[src/rtl/md5_match_dispatch.sv]
// md5_match_dispatch: round-robin candidate issue to an md5core array,
// in-order return matching against a latched 128-bit target hash.
module md5_match_dispatch #(
  parameter int NUM_CORES     = 4,
  parameter int MSG_W         = 152,
  parameter int POS_W         = 16,
  parameter bit STOP_ON_MATCH = 1'b1
) (
  input  logic                       clk,
  input  logic                       reset,
  input  logic                       start,
  input  logic [POS_W-1:0]           num_msgs,
  input  logic [127:0]               target_hash,
  input  logic [MSG_W-1:0]           msg_in,
  input  logic                       msg_in_valid,
  output logic                       msg_in_ready,
  output logic [MSG_W-1:0]           core_msg,
  output logic [NUM_CORES-1:0]       core_valid,
  input  logic [NUM_CORES*128-1:0]   core_hash,
  input  logic [NUM_CORES*MSG_W-1:0] core_msg_ret,
  input  logic [NUM_CORES-1:0]       core_ret_valid,
  output logic                       busy,
  output logic                       done,
  output logic                       match,
  output logic [POS_W-1:0]           match_pos,
  output logic [MSG_W-1:0]           match_msg,
  output logic [POS_W-1:0]           match_count,
  output logic                       err
);

  localparam int PTR_W = (NUM_CORES > 1) ? $clog2(NUM_CORES) : 1;

  localparam logic [1:0] S_IDLE  = 2'd0;
  localparam logic [1:0] S_RUN   = 2'd1;
  localparam logic [1:0] S_DRAIN = 2'd2;
  localparam logic [1:0] S_DONE  = 2'd3;

  logic [1:0]       state;
  logic [POS_W-1:0] job_len;
  logic [POS_W-1:0] issued;
  logic [POS_W-1:0] returned;
  logic [127:0]     target;
  logic [PTR_W-1:0] rr_ptr;

  logic             stopped;
  logic             accept;
  logic             ret_any;
  logic             ret_multi;
  logic             ret_live;
  logic             outstanding;
  logic             ret_take;
  logic             hit;
  logic [127:0]     sel_hash;
  logic [MSG_W-1:0] sel_msg;
  logic [POS_W-1:0] returned_nxt;
  logic [POS_W-1:0] count_nxt;
  logic [PTR_W-1:0] rr_nxt;

  assign stopped      = STOP_ON_MATCH && match;
  assign msg_in_ready = (state == S_RUN) && (issued < job_len)
                        && !stopped;
  assign accept       = msg_in_valid && msg_in_ready;
  assign busy         = (state == S_RUN) || (state == S_DRAIN);

  // Lowest-index return wins when several cores report at once.
  always_comb begin
    ret_any  = 1'b0;
    sel_hash = '0;
    sel_msg  = '0;
    for (int i = NUM_CORES - 1; i >= 0; i--) begin
      if (core_ret_valid[i]) begin
        ret_any  = 1'b1;
        sel_hash = core_hash[i*128 +: 128];
        sel_msg  = core_msg_ret[i*MSG_W +: MSG_W];
      end
    end
  end

  assign ret_multi = |(core_ret_valid
                       & (core_ret_valid - NUM_CORES'(1)));
  assign ret_live     = (state != S_IDLE);
  assign outstanding  = (returned != issued);
  assign ret_take     = ret_live && ret_any && outstanding;
  assign hit          = ret_take && (sel_hash == target);
  assign returned_nxt = returned + POS_W'(ret_take);
  assign count_nxt    = (match_count == '1) ? match_count
                        : match_count + POS_W'(1);
  assign rr_nxt       = (rr_ptr == PTR_W'(NUM_CORES - 1)) ? '0
                        : rr_ptr + PTR_W'(1);

  always_ff @(posedge clk) begin
    if (!reset) begin
      state       <= S_IDLE;
      job_len     <= '0;
      issued      <= '0;
      returned    <= '0;
      target      <= '0;
      rr_ptr      <= '0;
      core_msg    <= '0;
      core_valid  <= '0;
      done        <= 1'b0;
      match       <= 1'b0;
      match_pos   <= '0;
      match_msg   <= '0;
      match_count <= '0;
      err         <= 1'b0;
    end else begin
      done       <= (state == S_DONE);
      core_valid <= '0;

      if (accept) begin
        core_msg   <= msg_in;
        core_valid <= NUM_CORES'(1) << rr_ptr;
        rr_ptr     <= rr_nxt;
        issued     <= issued + POS_W'(1);
      end

      if (ret_live && ret_any && (ret_multi || !outstanding)) begin
        err <= 1'b1;
      end

      // Returns arrive in issue order, so the index is the count.
      if (ret_take) begin
        returned <= returned_nxt;
        if (hit) begin
          match_count <= count_nxt;
          if (!match) begin
            match     <= 1'b1;
            match_pos <= returned;
            match_msg <= sel_msg;
          end
        end
      end

      case (state)
        S_IDLE: begin
          if (start) begin
            job_len     <= num_msgs;
            target      <= target_hash;
            issued      <= '0;
            returned    <= '0;
            match       <= 1'b0;
            match_pos   <= '0;
            match_msg   <= '0;
            match_count <= '0;
            err         <= 1'b0;
            state <= (num_msgs == '0) ? S_DONE : S_RUN;
          end
        end
        S_RUN: begin
          if ((issued == job_len) || stopped) begin
            state <= S_DRAIN;
          end
        end
        S_DRAIN: begin
          if (returned_nxt == issued) begin
            state <= S_DONE;
          end
        end
        default: begin
          state <= S_IDLE;
        end
      endcase
    end
  end

endmodule

[config.mk]
export PLATFORM = sky130hd
export DESIGN_NAME = md5_match_dispatch
export DESIGN_NICKNAME = d
export VERILOG_FILES = /design/src/rtl/md5_match_dispatch.sv
export SDC_FILE = /design/constraint.sdc
export NUM_CORES = 1
export LEC_CHECK = 0
export ABC_AREA = 0
export BUFFER_PORTS_ARGS = -buffer_cell sky130_fd_sc_hd__buf_2
export CORE_AREA = 2 2 687 689
export DETAILED_ROUTE_END_ITERATION = 16
export DIE_AREA = 0 0 689 691
export HOLD_SLACK_MARGIN = 0.02
export SLEW_MARGIN = 10
export SYNTH_ARGS = -nofsm -noshare
export SYNTH_HDL_FRONTEND = slang
export SYNTH_SLANG_ARGS = --single-unit
[constraint.sdc]
create_clock -name clk -period 4.7 [get_ports clk]
set_input_delay 0.47 -clock clk [delete_from_list [all_inputs] [get_ports clk]]
set_output_delay 0.47 -clock clk [all_outputs]
set_load 0.05 [all_outputs]
==> results of run 1 <==
==> report_power, final <==
part	leakage [nW]	internal [W]	switching, W
clock	1.27	0.00365	0.00251
combinational	14.9	0.00176	0.00395
sequential	4.24	0.00486	0.000455
total	20.4	0.0103	0.00692
==> worst min path at each step <==
stage | end | slack [ns] | cells past startpoint
detailed placement | match_msg[35] | 0.44 | 2
global route | core_msg[54] | 0.06 | 3
floorplan | core_valid[1] | 0.44 | 1
finish | core_msg[54] | 0.09 | 3
CTS | match_msg[84] | 0.02 | 5
global placement | match_msg[54] | 0.44 | 2
==> stage by stage <==
| stage | util | std cells | TNS (ns) | setup slack [ns] | power [W] |
|---|---|---|---|---|---|
| after floorplan | - | 4035 | 0 | 0.0455 | 0.00792 |
| after global placement | 0.0994 | 11800 | -279.43 | -1.59 | 0.0108 |
| after detailed placement | 0.0995 | 11800 | -225.51 | -1.30 | 0.0108 |
| after CTS | 0.112 | 12300 | 0 | 0.0277 | 0.0175 |
| after global routing | 0.112 | 12300 | 0 | 0.0666 | 0.0180 |
| final | 0.113 | 12400 | 0 | 0.0629 | 0.0172 |
==> worst max-delay path: cells and delay by family <==
family | cells | cell delay, ns
and+or+nand+nor | 6 | 1.96
AOI/OAI and AO/OA | 2 | 1.32
muxes | 1 | 0.21
buffers and inverters | 5 | 1.18
==> cell type report <==
class	count	area [um2]
flip-flops and latches	523	10500
clock inverters	27	339
clock buffers	106	2230
well taps	6223	7790
diodes	173	433
inverters	34	133
fillers	54800	416000
multi-input cells	3125	17900
repair buffers	2238	13500
==> registers in the layout, indices dropped and copies added (netlist names), 2 cells and up <==
signal,cells
core_msg,152
core_valid,4
issued,16
job_len,16
match_count,16
match_msg,152
match_pos,16
returned,16
rr_ptr,2
state,2
target,128
==> cell usage in the layout, fill, tap and decap left out, types with 23 or more instances in the layout <==
cell type      count
a21boi_0         299
a21oi_1          180
a221oi_1         103
a22oi_1          156
buf_12            24
buf_2           1763
buf_4            134
clkbuf_16         79
dfxtp_1          523
diode_2          173
dlygate4sd3_1    312
ha_1              25
inv_1             33
mux2i_1          180
nand2_1         1142
nand4_1           47
nor2_1           213
nor3_1            52
nor4_1            26
o21ai_0          212
o22ai_1           90
or3_1             52
xnor2_1           51
xor2_1            23
==> per-layer routing <==
layer	vias to the layer above	wire (um)
met3	757	49200
met1	19800	153000
met4	194	13500
met2	2271	164000
li1	18400	-
met5	-	1310
==> cells by family (layout without fill, tap and decap cells) <==
group / after synthesis / after routing / synth area share
and+or+nand+nor: 1674 / 1674 / 0.237
AOI/OAI and AO/OA: 1170 / 1170 / 0.265
DFF: 523 / 523 / 0.350
buffers and inverters: 387 / 2405 / 0.0552
muxes: 181 / 181 / 0.0606
xor gates and xnor gates: 74 / 74 / 0.0217
adders and majority gates: 26 / 26 / 0.0108
other: 0 / 173 / 0
==> cells in the mapped netlist (47+ instances only) <==
| library cell | count |
|---|---|
| nor3_1 | 54 |
| nand2_1 | 1146 |
| a221oi_1 | 103 |
| xnor2_1 | 51 |
| o22ai_1 | 92 |
| o21ai_0 | 220 |
| a22oi_1 | 156 |
| nor2_1 | 215 |
| a21oi_1 | 180 |
| clkbuf_1 | 252 |
| nand4_1 | 47 |
| dfxtp_1 | 523 |
| mux2i_1 | 180 |
| a21boi_0 | 299 |
| or3_1 | 52 |
==> timing repair <==
item / CTS / global route
hold buffers: 312 / 0
pin swaps: 2 / 0
setup endpoints to repair: 184 / 24
hold endpoints to repair: 284 / 0
cloned: 0 / 0
resized for setup: 4 / 2
==> impl_metrics.tcl, run 1 <==
set metrics [dict create \
    fp.dieH_um 691 \
    yosysTopAreaCell "dfxtp_1" \
    dpl_cell_area_mm2 0.0467 \
    cts_setup_buffers 0 \
    fin_crit_sh 0.987 \
    port_buffers 1768 \
    grt_max_degree 175 \
    gr-usage-met3 0.0797 \
    yosysWarnings 0 \
    antenna_found_initial 412 \
    wl_per_cell_um 30.6 \
    stdcell_area_mm2 0.0528 \
    dieArea_mm2 0.476 \
    met1_usage 0.182 \
    cts_buffer_depth 4 \
    synth_nets 5484 \
    cts.sinks 523 \
    power_leakage_nw 20.4 \
    peakVddDrop_mv 0.279 \
    yosysUniqueCellTypes 72 \
    synthArstFlopShare 0 \
    min_from "msg_in[54]" \
    drt_pre_antenna_iters 6 \
    gp_congestion 1.07 \
    crit_path_end "match_msg[1]" \
    clock.fmax_mhz 216 \
    wirelength_um 381000 \
    rsz0062_at_grt "false" \
    nets 7449 \
    status "finished, final reports clean" \
    crit_slowest_cell "o22ai_1" \
    cp-end-kind "flip-flop" \
    drive_gt1_frac 0.345 \
    drv_slew 0 \
    fp-row-count 252 \
    ys_seq_area_frac 0.350 \
    clock_skew_ns 0.111 \
    via_count 41400 \
    required_ns 5.37 \
    fin_crit_ns 4.64 \
    fp.dieW_um 689 \
    whs_ns 0.0912 \
    grtUsageTotal 0.152 \
    syn_avg_cell_area_um2 7.42 \
    synth_edf_count 0 \
    cts.clk_slew.worst_paths_ns 0.06 \
    globalRouteMet2Util 0.237 \
    drv_cap 0 \
    overflow 0 \
    grt.busiest_layer "met2" \
    rrSetupSlack_ns 0.41 \
    synth_top_area_share 0.350 \
    grt_pass1_wl_um 461000 \
    drt-initial-drc-count 3823 \
    cp-startpoint "core_ret_valid[0]" \
    crit_fanout 18 \
    synthTopCellsByArea "dfxtp_1 35%, nand2_1 14%, a21boi_0 7.5%" \
    drc 0 \
    numCtsBuffers 78 \
    tightestPinTransition_ns 1.45 \
    power_density_mw_per_mm2 325 \
    start_util 0.0638 \
    ios 1769 \
    syn_area_mm2 0.0299 \
    cp.arrival_ns 5.31 \
    syn_inst 4035 \
    ys_seq_elements 523 \
    root_buffer "clkbuf_16" \
    cts_tree "yes" \
    ant_nets 0 \
    worst-r2r-cell-count 13 \
    grt_pass1_vias 38700 \
    worst_slew_margin_rel 0.0316 \
    clock_latency_ns 0.85 \
    timing.rr.start "issued[9]" \
    htree_levels 3 \
    hold_viol 0 \
    timing_worst_setup_path_type "in -> reg" \
    worstHoldPathType "in -> reg" \
    setup_violations 0 \
    dp_hpwl_um 340000 \
    worstPathCellList "buf_8 > nand2b_4 > buf_4 > o22ai_1 > o32ai_1 > nor3_1 > nand4_1 > nor4_1 > nand4_4 > buf_12 > nor3_2 > buf_12 > buf_4 > mux2i_1" \
    core_mm2 0.469 \
    routed_via_density 3.33 \
    syn_to_final_growth_pct 76.6 \
    cpPeakStageDelay_ns 1.12 \
    ys.flop_type "dfxtp_1" \
    r2r_end "state[1]" \
    start_kind "input port" \
]
(Power assumes the default switching activity.)
==> run 2: changes to the inputs <==
Settings changed: REMOVE_ABC_BUFFERS from default to 1.
==> run 2 against run 1 <==
Effect of this change: count of clock-buffer cells in the layout down 1; die area unchanged; routed wire length up 3.4%; critical path depth is 3 higher; non-clock buffer count rose by 101; combinational power up 6.5%.
==> impl_metrics.tcl, run 2 (synthesis gave the netlist of run 1 again) <==
set metrics [dict create \
    required_ns 5.38 \
    fin_setup_tns_ns 0 \
    clock.fmax_mhz 227 \
    fin_crit_ns 4.40 \
    power_density_mw_per_mm2 333 \
    htree_levels 3 \
    fp-row-count 252 \
    comb_power_share 0.338 \
    hold_viol 0 \
    top_regs "core_msg (152), match_msg (152), target (128)" \
    netSwitchingPower_w 0.00727 \
    worstHoldPathType "in -> reg" \
    antenna_found_initial 495 \
    drive_gt1_frac 0.356 \
    grt_max_degree 135 \
    overflow 0 \
    via_count 42000 \
    cts_tree "yes" \
    setup_violations 0 \
    syn_to_final_growth_pct 80.5 \
    routed_via_density 3.35 \
    worst_slew_margin_rel 0.255 \
    timing_worst_setup_path_type "in -> reg" \
    clock_skew_ns 0.121 \
    peakVddDrop_mv 0.241 \
    mostFrequentLayoutCell "buf_2" \
    drt-initial-drc-count 3647 \
    drc 0 \
    ios 1769 \
    final_cell_mix "1764 x buf_2, 1143 x nand2_1, 523 x dfxtp_1" \
    cp-end-kind "flip-flop" \
    port_buffers 1768 \
    core_mm2 0.469 \
    drv_slew 0 \
    grt_pass1_wl_um 473000 \
    gp_congestion 0.984 \
    rsz0062_at_grt "false" \
    wl_per_cell_um 31.4 \
    start_kind "input port" \
    fillCellCount 54700 \
    grtUsageTotal 0.158 \
    numCtsBuffers 84 \
    cts_buffer_depth 4 \
    crit_fanout 21 \
    nets 7556 \
    multi_input_area_mm2 0.0180 \
    fin_crit_sh 0.936 \
    p_clk_frac 0.372 \
    cts.clk_slew.worst_paths_ns 0.06 \
    fp.dieH_um 691 \
    fp.dieW_um 689 \
    cp.arrival_ns 5.08 \
    switching_share 0.404 \
    clock_latency_ns 0.86 \
    grt_pass1_vias 38900 \
    root_buffer "clkbuf_16" \
    dp_hpwl_um 349000 \
    cts.sinks 523 \
    drv_cap 0 \
    dieArea_mm2 0.476 \
    tightestPinTransition_ns 1.11 \
    status "finished, final reports clean" \
    seqCellArea_mm2 0.0105 \
    p_int_w 0.0107 \
    power_leakage_nw 21.1 \
    wirelength_um 394000 \
    start_util 0.0638 \
    ant_nets 0 \
    drt_pre_antenna_iters 6 \
    whs_ns 0.0951 \
    p_seq_frac 0.290 \
]
## run 2: cell types whose count changed in the layout (fill, tap and decap cells not counted), sizes merged, moves of 4 or more
cell         before   now
buf            1926  2019
diode           173   137
inv              39    45
dlygate4sd3     312   317
bufinv            6    10
clkinv           14    18
## run 2: critical path, stage by stage
cell and delay, ns:
buf_8 0.13, or2_4 0.28, buf_12 0.17, buf_12 0.18, a221o_1 0.28, a31o_1 0.19, a211oi_2 0.57, buf_4 0.22
or4b_2 0.67, nor4_4 0.37, nand4_4 0.25, buf_12 0.20, nor3_4 0.14, buf_12 0.14, bufbuf_16 0.32, buf_4 0.20
mux2i_1 0.19
## run 2: per-stage QoR
| stage | util | cell area [um2] | setup WS [ns] | total power [W] | instances |
|---|---|---|---|---|---|
| 6_report | 0.115 | 54000 | 0.300 | 0.0180 | 12500 |
| 5_1_grt | 0.115 | 53900 | 0.0341 | 0.0189 | 12500 |
| 4_1_cts | 0.114 | 53600 | 0.0304 | 0.0184 | 12400 |
| 3_5_place_dp | 0.101 | 47500 | -1.46 | 0.0112 | 11900 |
| 3_3_place_gp | 0.101 | 47500 | -1.44 | 0.0112 | 11900 |
| 2_1_floorplan | - | 28400 | -18.51 | 0.00781 | 3682 |
## run 2: path summary, 6_finish.rpt
path | from | end | slack, ns | cells past startpoint
hold reg to reg | match_msg[88] | match_msg[88] | 0.45 | 2
setup reg to reg | returned[14] | state[0] | 0.36 | 17
hold / removal | core_msg_ret[92] | match_msg[92] | 0.1 | 5
setup / recovery | core_ret_valid[0] | match_msg[106] | 0.30 | 17
## run 2: routing by layer
metal | up-vias | GRT usage | routed length [um]
li1 | 18600 | - | -
met1 | 19700 | 0.185 | 156000
met2 | 2489 | 0.266 | 182000
met3 | 1020 | 0.0557 | 36200
met4 | 204 | 0.0521 | 18600
met5 | - | 0 | 1330
## run 2: layout make-up
cell class / instances / share of cell area
Antenna cell: 137 / 0.00635
Inverter: 34 / 0.00246
Sequential cell: 523 / 0.194
Tap cell: 6223 / 0.144
Clock buffer: 105 / 0.0417
Timing Repair Buffer: 2339 / 0.269
Multi-Input combinational cell: 3125 / 0.332
Clock inverter: 44 / 0.0103
## run 2: what timing repair did
action | 4_1_cts | 5_1_grt
setup endpoints to repair | 185 | 159
buffers inserted | 4 | 2
hold endpoints to repair | 309 | 0
hold buffers | 317 | 0
pin swaps | 3 | 3
gates resized for setup | 7 | 4
cloned | 2 | 1
## run 2: power groups by stage
| stage | sequential [W] | clock [W] | combinational (W) |
|---|---|---|---|
| 2_1_floorplan | 0.00580 | 0 | 0.00202 |
| 3_3_place_gp | 0.00530 | 0 | 0.00587 |
| 3_5_place_dp | 0.00531 | 0 | 0.00588 |
| 4_1_cts | 0.00522 | 0.00696 | 0.00626 |
| 5_1_grt | 0.00526 | 0.00708 | 0.00656 |
| 6_report | 0.00522 | 0.00669 | 0.00608 |
